[src/rtl/free_list_if.sv]
// Rename-stage free list port bundle: dispatch alloc, commit release, flush, status.
interface free_list_if #(
    parameter int NUM_PREGS = 64,
    parameter int NUM_AREGS = 32
);
    localparam int DEPTH  = NUM_PREGS - NUM_AREGS;
    localparam int PREG_W = $clog2(NUM_PREGS);
    localparam int CNT_W  = $clog2(DEPTH + 1);

    logic              flush;
    logic              alloc_req;
    logic              alloc_valid;
    logic [PREG_W-1:0] alloc_preg;
    logic              commit_valid;
    logic              free_valid;
    logic [PREG_W-1:0] free_preg;
    logic              free_list_empty;
    logic              free_list_full;
    logic [CNT_W-1:0]  free_count;

    modport master (
        output flush, alloc_req, commit_valid, free_valid, free_preg,
        input  alloc_valid, alloc_preg, free_list_empty, free_list_full,
        input  free_count
    );

    modport slave (
        input  flush, alloc_req, commit_valid, free_valid, free_preg,
        output alloc_valid, alloc_preg, free_list_empty, free_list_full,
        output free_count
    );
endinterface

[src/rtl/free_list.sv]
// Circular free list of physical register tags with speculative
// allocation rollback on flush.
module free_list #(
    parameter int NUM_PREGS = 64,
    parameter int NUM_AREGS = 32
) (
    input  logic       clk,
    input  logic       rst,
    free_list_if.slave bus
);
    localparam int DEPTH  = NUM_PREGS - NUM_AREGS;
    localparam int PREG_W = $clog2(NUM_PREGS);
    localparam int PTR_W  = $clog2(DEPTH) + 1;
    localparam int IDX_W  = PTR_W - 1;
    localparam int CNT_W  = $clog2(DEPTH + 1);

    logic [PREG_W-1:0] r_entries [DEPTH];
    logic [PTR_W-1:0]  r_spec_head;
    logic [PTR_W-1:0]  r_commit_head;
    logic [PTR_W-1:0]  r_tail;

    logic [PTR_W-1:0]  w_diff;
    logic [PTR_W-1:0]  w_commit_nxt;
    logic              w_empty;
    logic              w_full;
    logic              w_grant;
    logic              w_push;

    assign w_diff  = r_tail - r_spec_head;
    assign w_empty = (r_spec_head == r_tail);
    assign w_full  = (r_spec_head[IDX_W-1:0] == r_tail[IDX_W-1:0]) &&
                     (r_spec_head[PTR_W-1] != r_tail[PTR_W-1]);
    assign w_grant = bus.alloc_req && !w_empty && !bus.flush;
    assign w_push  = bus.free_valid && !w_full;

    assign w_commit_nxt = r_commit_head + PTR_W'(bus.commit_valid);

    assign bus.alloc_valid     = !w_empty;
    assign bus.alloc_preg      = r_entries[r_spec_head[IDX_W-1:0]];
    assign bus.free_list_empty = w_empty;
    assign bus.free_list_full  = w_full;
    assign bus.free_count      = CNT_W'(w_diff);

    always_ff @(posedge clk) begin
        if (rst) begin
            for (int i = 0; i < DEPTH; i++) begin
                r_entries[i] <= PREG_W'(NUM_AREGS + i);
            end
        end else if (w_push) begin
            r_entries[r_tail[IDX_W-1:0]] <= bus.free_preg;
        end
    end

    // Flush rewinds spec_head only; rolled-back tags are still in place.
    always_ff @(posedge clk) begin
        if (rst) begin
            r_spec_head   <= '0;
            r_commit_head <= '0;
            r_tail        <= PTR_W'(DEPTH);
        end else begin
            r_commit_head <= w_commit_nxt;
            if (w_push) begin
                r_tail <= r_tail + PTR_W'(1);
            end
            if (bus.flush) begin
                r_spec_head <= w_commit_nxt;
            end else if (w_grant) begin
                r_spec_head <= r_spec_head + PTR_W'(1);
            end
        end
    end

    a_no_free_when_full: assert property (
        @(posedge clk) disable iff (rst)
        !(bus.free_valid && w_full)
    );

    a_commit_behind_spec: assert property (
        @(posedge clk) disable iff (rst)
        !(bus.commit_valid && (r_commit_head == r_spec_head))
    );
endmodule
[src/flat_wrapper.sv]
// flat-port wrapper written by rule: the top's interface ports become plain ports
module free_list_flat 
#(
    parameter int NUM_PREGS = 64,
    parameter int NUM_AREGS = 32
)
  (clk, rst, bus_flush, bus_alloc_req, bus_commit_valid, bus_free_valid, bus_free_preg, bus_alloc_valid, bus_alloc_preg, bus_free_list_empty, bus_free_list_full, bus_free_count);
  free_list_if #(.NUM_PREGS(NUM_PREGS), .NUM_AREGS(NUM_AREGS)) bus_i ();
  input  logic clk;
  input  logic rst;
  input wire logic [$bits(bus_i.flush)-1:0] bus_flush;
  input wire logic [$bits(bus_i.alloc_req)-1:0] bus_alloc_req;
  input wire logic [$bits(bus_i.commit_valid)-1:0] bus_commit_valid;
  input wire logic [$bits(bus_i.free_valid)-1:0] bus_free_valid;
  input wire logic [$bits(bus_i.free_preg)-1:0] bus_free_preg;
  output wire logic [$bits(bus_i.alloc_valid)-1:0] bus_alloc_valid;
  output wire logic [$bits(bus_i.alloc_preg)-1:0] bus_alloc_preg;
  output wire logic [$bits(bus_i.free_list_empty)-1:0] bus_free_list_empty;
  output wire logic [$bits(bus_i.free_list_full)-1:0] bus_free_list_full;
  output wire logic [$bits(bus_i.free_count)-1:0] bus_free_count;
  assign bus_i.flush = bus_flush;
  assign bus_i.alloc_req = bus_alloc_req;
  assign bus_i.commit_valid = bus_commit_valid;
  assign bus_i.free_valid = bus_free_valid;
  assign bus_i.free_preg = bus_free_preg;
  assign bus_alloc_valid = bus_i.alloc_valid;
  assign bus_alloc_preg = bus_i.alloc_preg;
  assign bus_free_list_empty = bus_i.free_list_empty;
  assign bus_free_list_full = bus_i.free_list_full;
  assign bus_free_count = bus_i.free_count;
  free_list #(.NUM_PREGS(NUM_PREGS), .NUM_AREGS(NUM_AREGS)) u_core (.clk(clk), .rst(rst), .bus(bus_i));
endmodule
[config.mk]
export PLATFORM = sky130hd
export DESIGN_NAME = free_list_flat
export DESIGN_NICKNAME = d
export VERILOG_FILES = /design/src/rtl/free_list_if.sv /design/src/rtl/free_list.sv /design/src/flat_wrapper.sv
export SDC_FILE = /design/constraint.sdc
export NUM_CORES = 1
export LEC_CHECK = 0
export CAP_MARGIN = 5
export CORE_MARGIN = 2
export CORE_UTILIZATION = 30
export DETAILED_ROUTE_END_ITERATION = 6
export GPL_TIMING_DRIVEN = 0
export PLACE_DENSITY_LB_ADDON = 0.3
export RECOVER_POWER = 100
export SLEW_MARGIN = 25
export SYNTH_ARGS = -nofsm -noshare
export SYNTH_HDL_FRONTEND = slang
export SYNTH_SLANG_ARGS = --single-unit
[constraint.sdc]
create_clock -name clk -period 3.1 [get_ports clk]
set_input_delay 0.62 -clock clk [delete_from_list [all_inputs] [get_ports clk]]
set_output_delay 0.62 -clock clk [all_outputs]
set_load 0.03 [all_outputs]
# Word level (Yosys, flattened, before mapping)
# Memories as Yosys holds them, arrays and structs flattened. A register that Yosys moved wholly into a read port is not among the register bits.
# Index checks and enable logic that the tools add are counted.
# W data, S select, Z words.
[totals]
n_memories = 1
out_inout_bits = 15
ramBits = 192
wordCells = 32
inputBits = 12
register_bits = 18
[classes]
mux = 12
n_addsub = 4
reduce_logical = 9
n_eq_ne = 3
[mem_list]
columns = ["memory", "words", "word_bits", "read_ports", "rd_ports_with_merged_regs", "write_ports", "line", "text"]
rows = [
  ["u_core.r_entries", 32, 6, 1, 1, 32, "free_list.sv:17", "logic [PREG_W-1:0] r_entries [DEPTH];"],
]
[ops]
columns = ["op", "count"]
rows = [
  ["$mux W6", 3],
  ["$mux W5", 3],
  ["$add A6 B1 Y6 const B", 2],
  ["$add A6 B1 Y6", 1],
  ["$eq A6 B6 Y1", 1],
  ["$mux W1", 6],
  ["$reduce_or A6 Y1", 1],
  ["$sub A6 B6 Y6", 1],
  ["$eq A5 B5 Y1", 1],
  ["$logic_and A1 B1 Y1", 4],
  ["$logic_not A1 Y1", 3],
  ["$reduce_bool A2 Y1", 1],
  ["$ne A1 B1 Y1", 1],
]

# Longest topological paths before layout
[depth]
depth_word = 9
ltp_mapped = 8
depth_no_buf = 7

# Worst setup path before layout
# No wires, ideal clock.
[synth_path]
kind = "reg2out"
startpoint = "reg (tool-made name)"
endpoint = "out bus_alloc_preg[4]"
path_buffers = 2
t_required_ns = 2.480
stages_incl_launch_ff = 6
path_slack_ns = 0.474
arrival_ns = 2.006
path_cell_list = "dfxtp_1 -> buf_2 -> buf_2 -> mux4_2 -> o22ai_1 -> nor4_1"
[synth_lines]
columns = ["item", "line", "text"]
rows = [
  ["to (decl)", "flat_wrapper.sv:17", "output wire logic [$bits(bus_i.alloc_preg)-1:0] bus_alloc_preg;"],
]

==> results.sh <==
export IMPL_utilization_pct=35.5
export IMPL_vdd_ir_drop_max_uv=370
export IMPL_cts_hold_fix_buffers=0
export IMPL_top_layer="met4"
export IMPL_critical_path_max_fanout=10
export IMPL_cp_end_kind="output pin"
export IMPL_wl_met3_um=2230
export IMPL_cp_start_kind="flip-flop"
export IMPL_min_period_ns=3.04
export IMPL_cp_top_family="buffers and inverters"
export IMPL_cts_tree="yes"
export IMPL_htreeDepth=1
export IMPL_area_delta_synth_final_pct=17.0
export IMPL_ys_ff_latch=215
export IMPL_die_h_um=188
export IMPL_io_buffers=24
export IMPL_setup_viol_count_final=0
export IMPL_clock_latency_ns=0.54
export IMPL_gr_usage_all_layers_pct=16.9
export IMPL_clock_fmax_mhz=328
export IMPL_syn_area_per_cell_um2=13.3
export IMPL_wl_met2_um=13800
export IMPL_place_hpwl_um=20400
export IMPL_path_buf_inv=3
export IMPL_skew_ns=0.0229
export IMPL_final_max_slew_viol_count=0
export IMPL_io_pins=27
export IMPL_antenna_found_initial=1
export IMPL_grt_overflow=0
export IMPL_cp_cell_sequence="buf_12 > buf_12 > mux4_2 > o22ai_4 > nor4_4 > clkdlybuf4s15_2"
export IMPL_routedWlPerCell_um=23.4
export IMPL_ys_warn_count=0
export IMPL_clk_pin_slew_ns=0.06
export IMPL_dieArea_um2=35300
export IMPL_drv_cap=0
export IMPL_cp_slowest_cell="mux4_2"
export IMPL_postCtsSetupBuffers=0
export IMPL_clock_sinks=215
export IMPL_critPathMostFrequentCell="buf_12"
export IMPL_synth_edf_count=192
export IMPL_fin_crit_sh_pct=98.2
export IMPL_power_density_nw_per_um2=571
export IMPL_cts_root_buf="clkbuf_16"
export IMPL_fill_cells=3328
export IMPL_arrival_ns=2.42
export IMPL_drt_iter0_drc=836
export IMPL_core_area_um2=33400
export IMPL_grt_pass1_wl_um=44200
export IMPL_vias=6741
export IMPL_cpPeakStageDelay_ns=0.55
export IMPL_tightest_slew_ns=0.999
export IMPL_p_leak_nw=3.31
export IMPL_antenna_cells=0
export IMPL_syn_inst=760
export IMPL_drcViolationCount=0
export IMPL_setup_tns_ns=0
export IMPL_wl_met1_um=12600
export IMPL_fp_dieW_um=188
export IMPL_drtPass1Iterations=5
export IMPL_ctsLongestPathBuffers=3
export IMPL_yosysSeqAreaShare_pct=61.4
export IMPL_synthArstFlopShare_pct=0
export IMPL_cts_buffers=24
export IMPL_relSlewSlack_pct=32.7
export IMPL_drive_above_1_share_pct=17.0
export IMPL_initial_core_util_pct=30.4
export IMPL_status="complete, no violations"
export IMPL_min_path_type="reg2reg"
export IMPL_fin_nets=834
export IMPL_rsz0062_at_grt="true"
export IMPL_critPathKind="reg2out"
export IMPL_vias_per_cell=5.29
export IMPL_ys_flop_type="edfxtp_1"
export IMPL_whs_ns=0.519
export IMPL_syn_nets=785
export IMPL_grt_pass1_vias=6705
export IMPL_syn_area_um2=10100
export IMPL_grt_max_degree=13
export IMPL_p_total_mw=6.77
export IMPL_ant_nets=0
export IMPL_finalHoldViolations=0
export IMPL_gp_congestion=0.845
export IMPL_cp_required_ns=2.48
export IMPL_ys_types=53
export IMPL_rows=67
export IMPL_wirelength_um=29800
## layout make-up
| cell class | instances | area [um2] | area share [%] |
|---|---|---|---|
| multi-input combinational | 452 | 3700 | 31.2 |
| clock inverter | 6 | 26.3 | 0.222 |
| inverter | 19 | 71.3 | 0.601 |
| clock buffer | 38 | 684 | 5.77 |
| buffer | 73 | 390 | 3.29 |
| timing repair buffer | 24 | 195 | 1.65 |
| sequential | 215 | 6230 | 52.6 |
| tap | 448 | 561 | 4.73 |
## synth_stat cells (2+ instances only)
| master | instances | area share [%] |
|---|---|---|
| a31oi_1 | 2 | 0.12 |
| nand4_1 | 3 | 0.19 |
| a311o_1 | 2 | 0.20 |
| mux2i_1 | 2 | 0.20 |
| a31o_2 | 3 | 0.26 |
| a21oi_1 | 4 | 0.20 |
| o22ai_1 | 24 | 1.5 |
| a211oi_1 | 3 | 0.22 |
| nor3_1 | 43 | 2.1 |
| nand2_1 | 52 | 1.9 |
| inv_1 | 18 | 0.67 |
| and2_1 | 41 | 2.5 |
| buf_4 | 4 | 0.30 |
| nor4_1 | 6 | 0.37 |
| xnor2_1 | 9 | 0.78 |
| buf_2 | 20 | 0.99 |
| buf_1 | 4 | 0.15 |
| o21a_1 | 2 | 0.15 |
| mux4_2 | 48 | 11 |
| clkbuf_1 | 42 | 1.6 |
| nor2b_1 | 3 | 0.19 |
| o21ai_0 | 31 | 1.5 |
| edfxtp_1 | 192 | 57 |
| or3b_2 | 2 | 0.17 |
| xor2_1 | 3 | 0.26 |
| nor2_1 | 44 | 1.6 |
| nand3b_1 | 8 | 0.59 |
| or3_1 | 73 | 4.5 |
| dfxtp_1 | 23 | 4.5 |
| ha_1 | 12 | 1.5 |
| o311ai_0 | 2 | 0.17 |
| nand3_1 | 9 | 0.44 |
| and3_1 | 3 | 0.19 |
| buf_6 | 4 | 0.44 |
## routing by layer
layer	vias to the layer above	track usage, %
met3	63	2.49
li1	2982	-
met5	-	0
met4	0	6.75
met1	3393	23.7
met2	303	26.5
## path summary, 6_finish.rpt
kind	startpoint	to	slack, ns	cells past startpoint
max	flip-flop	bus_alloc_preg[3]	0.06	6
min	u_core.r_commit_head[5]$_SDFF_PP0_	u_core.r_commit_head[5]$_SDFF_PP0_	0.52	2
max reg2reg	u_core.r_spec_head[2]$_SDFFE_PP0N_	u_core.r_entries[15][2]$_SDFFCE_PN1P_	0.10	7
min reg2reg	u_core.r_commit_head[5]$_SDFF_PP0_	u_core.r_commit_head[5]$_SDFF_PP0_	0.52	2
## cells in the final DEF (no fill, tap or decap), types with 4 or more instances in the layout
master,netlist,layout
clkdlybuf4s50_1,0,7
mux4_2,48,48
clkbuf_16,0,25
nand3_1,9,9
buf_2,20,11
o22ai_2,0,12
a21oi_1,4,4
ha_1,12,12
o22ai_1,24,7
clkinv_1,1,4
clkbuf_1,42,64
edfxtp_1,192,192
nand3b_1,8,8
nor2_1,44,44
nor4_4,0,5
xnor2_1,9,9
o21ai_0,31,6
o22ai_4,0,5
and2_1,41,11
nand2_1,52,52
o21ai_1,0,25
and2_0,0,30
or3_1,73,73
inv_1,18,18
buf_6,4,6
nor3_1,43,43
dfxtp_1,23,19
## state kept, by name, summed over array words and instances, names as in the netlist, named ones only
register	cells
u_core.r_tail	6
u_core.r_spec_head	6
u_core.r_entries	192
u_core.r_commit_head	6
## timing repair
item                       in CTS  in global routing
gates resized for setup        82                 32
setup endpoints to repair      15                 24
pin swaps                       3                  3
## through the flow
step                      cell area (um2)  setup WS (ns)  std cells
final                               11900         0.0555       1275
after global routing                11900        -0.0172       1275
after CTS                           11900        -0.0472       1276
after detailed placement            10900         -0.409       1232
after global placement              10900         -0.418       1232
after floorplan                     10100          0.474        760
## report_power, final
part / leakage [nW] / switching, mW / internal (mW) / total (mW)
sequential: 1.80 / 0.0397 / 3.22 / 3.26
clock: 0.346 / 1.14 / 1.51 / 2.65
combinational: 1.17 / 0.569 / 0.298 / 0.868
total: 3.31 / 1.75 / 5.02 / 6.77
## cell families after synthesis
logic type,count (synthesis),synth area share [%]
AOI/OAI and AO/OA,83,5.44
xor gates and xnor gates,12,1.04
adders and majority gates,13,1.68
buffers and inverters,93,4.13
DFF,215,61.4
muxes,50,10.9
and+or+nand+nor,294,15.4
## worst register-to-register path, cell delays in order, from the launching register on
cell and delay [ns]:
dfxtp_1 0.40, inv_1 0.10, ha_1 0.36, and4_4 0.26
a311o_1 0.28, clkbuf_1 0.54, or2_0 0.39, nand2_1 0.33
Power figures use the tool's default switching activity.
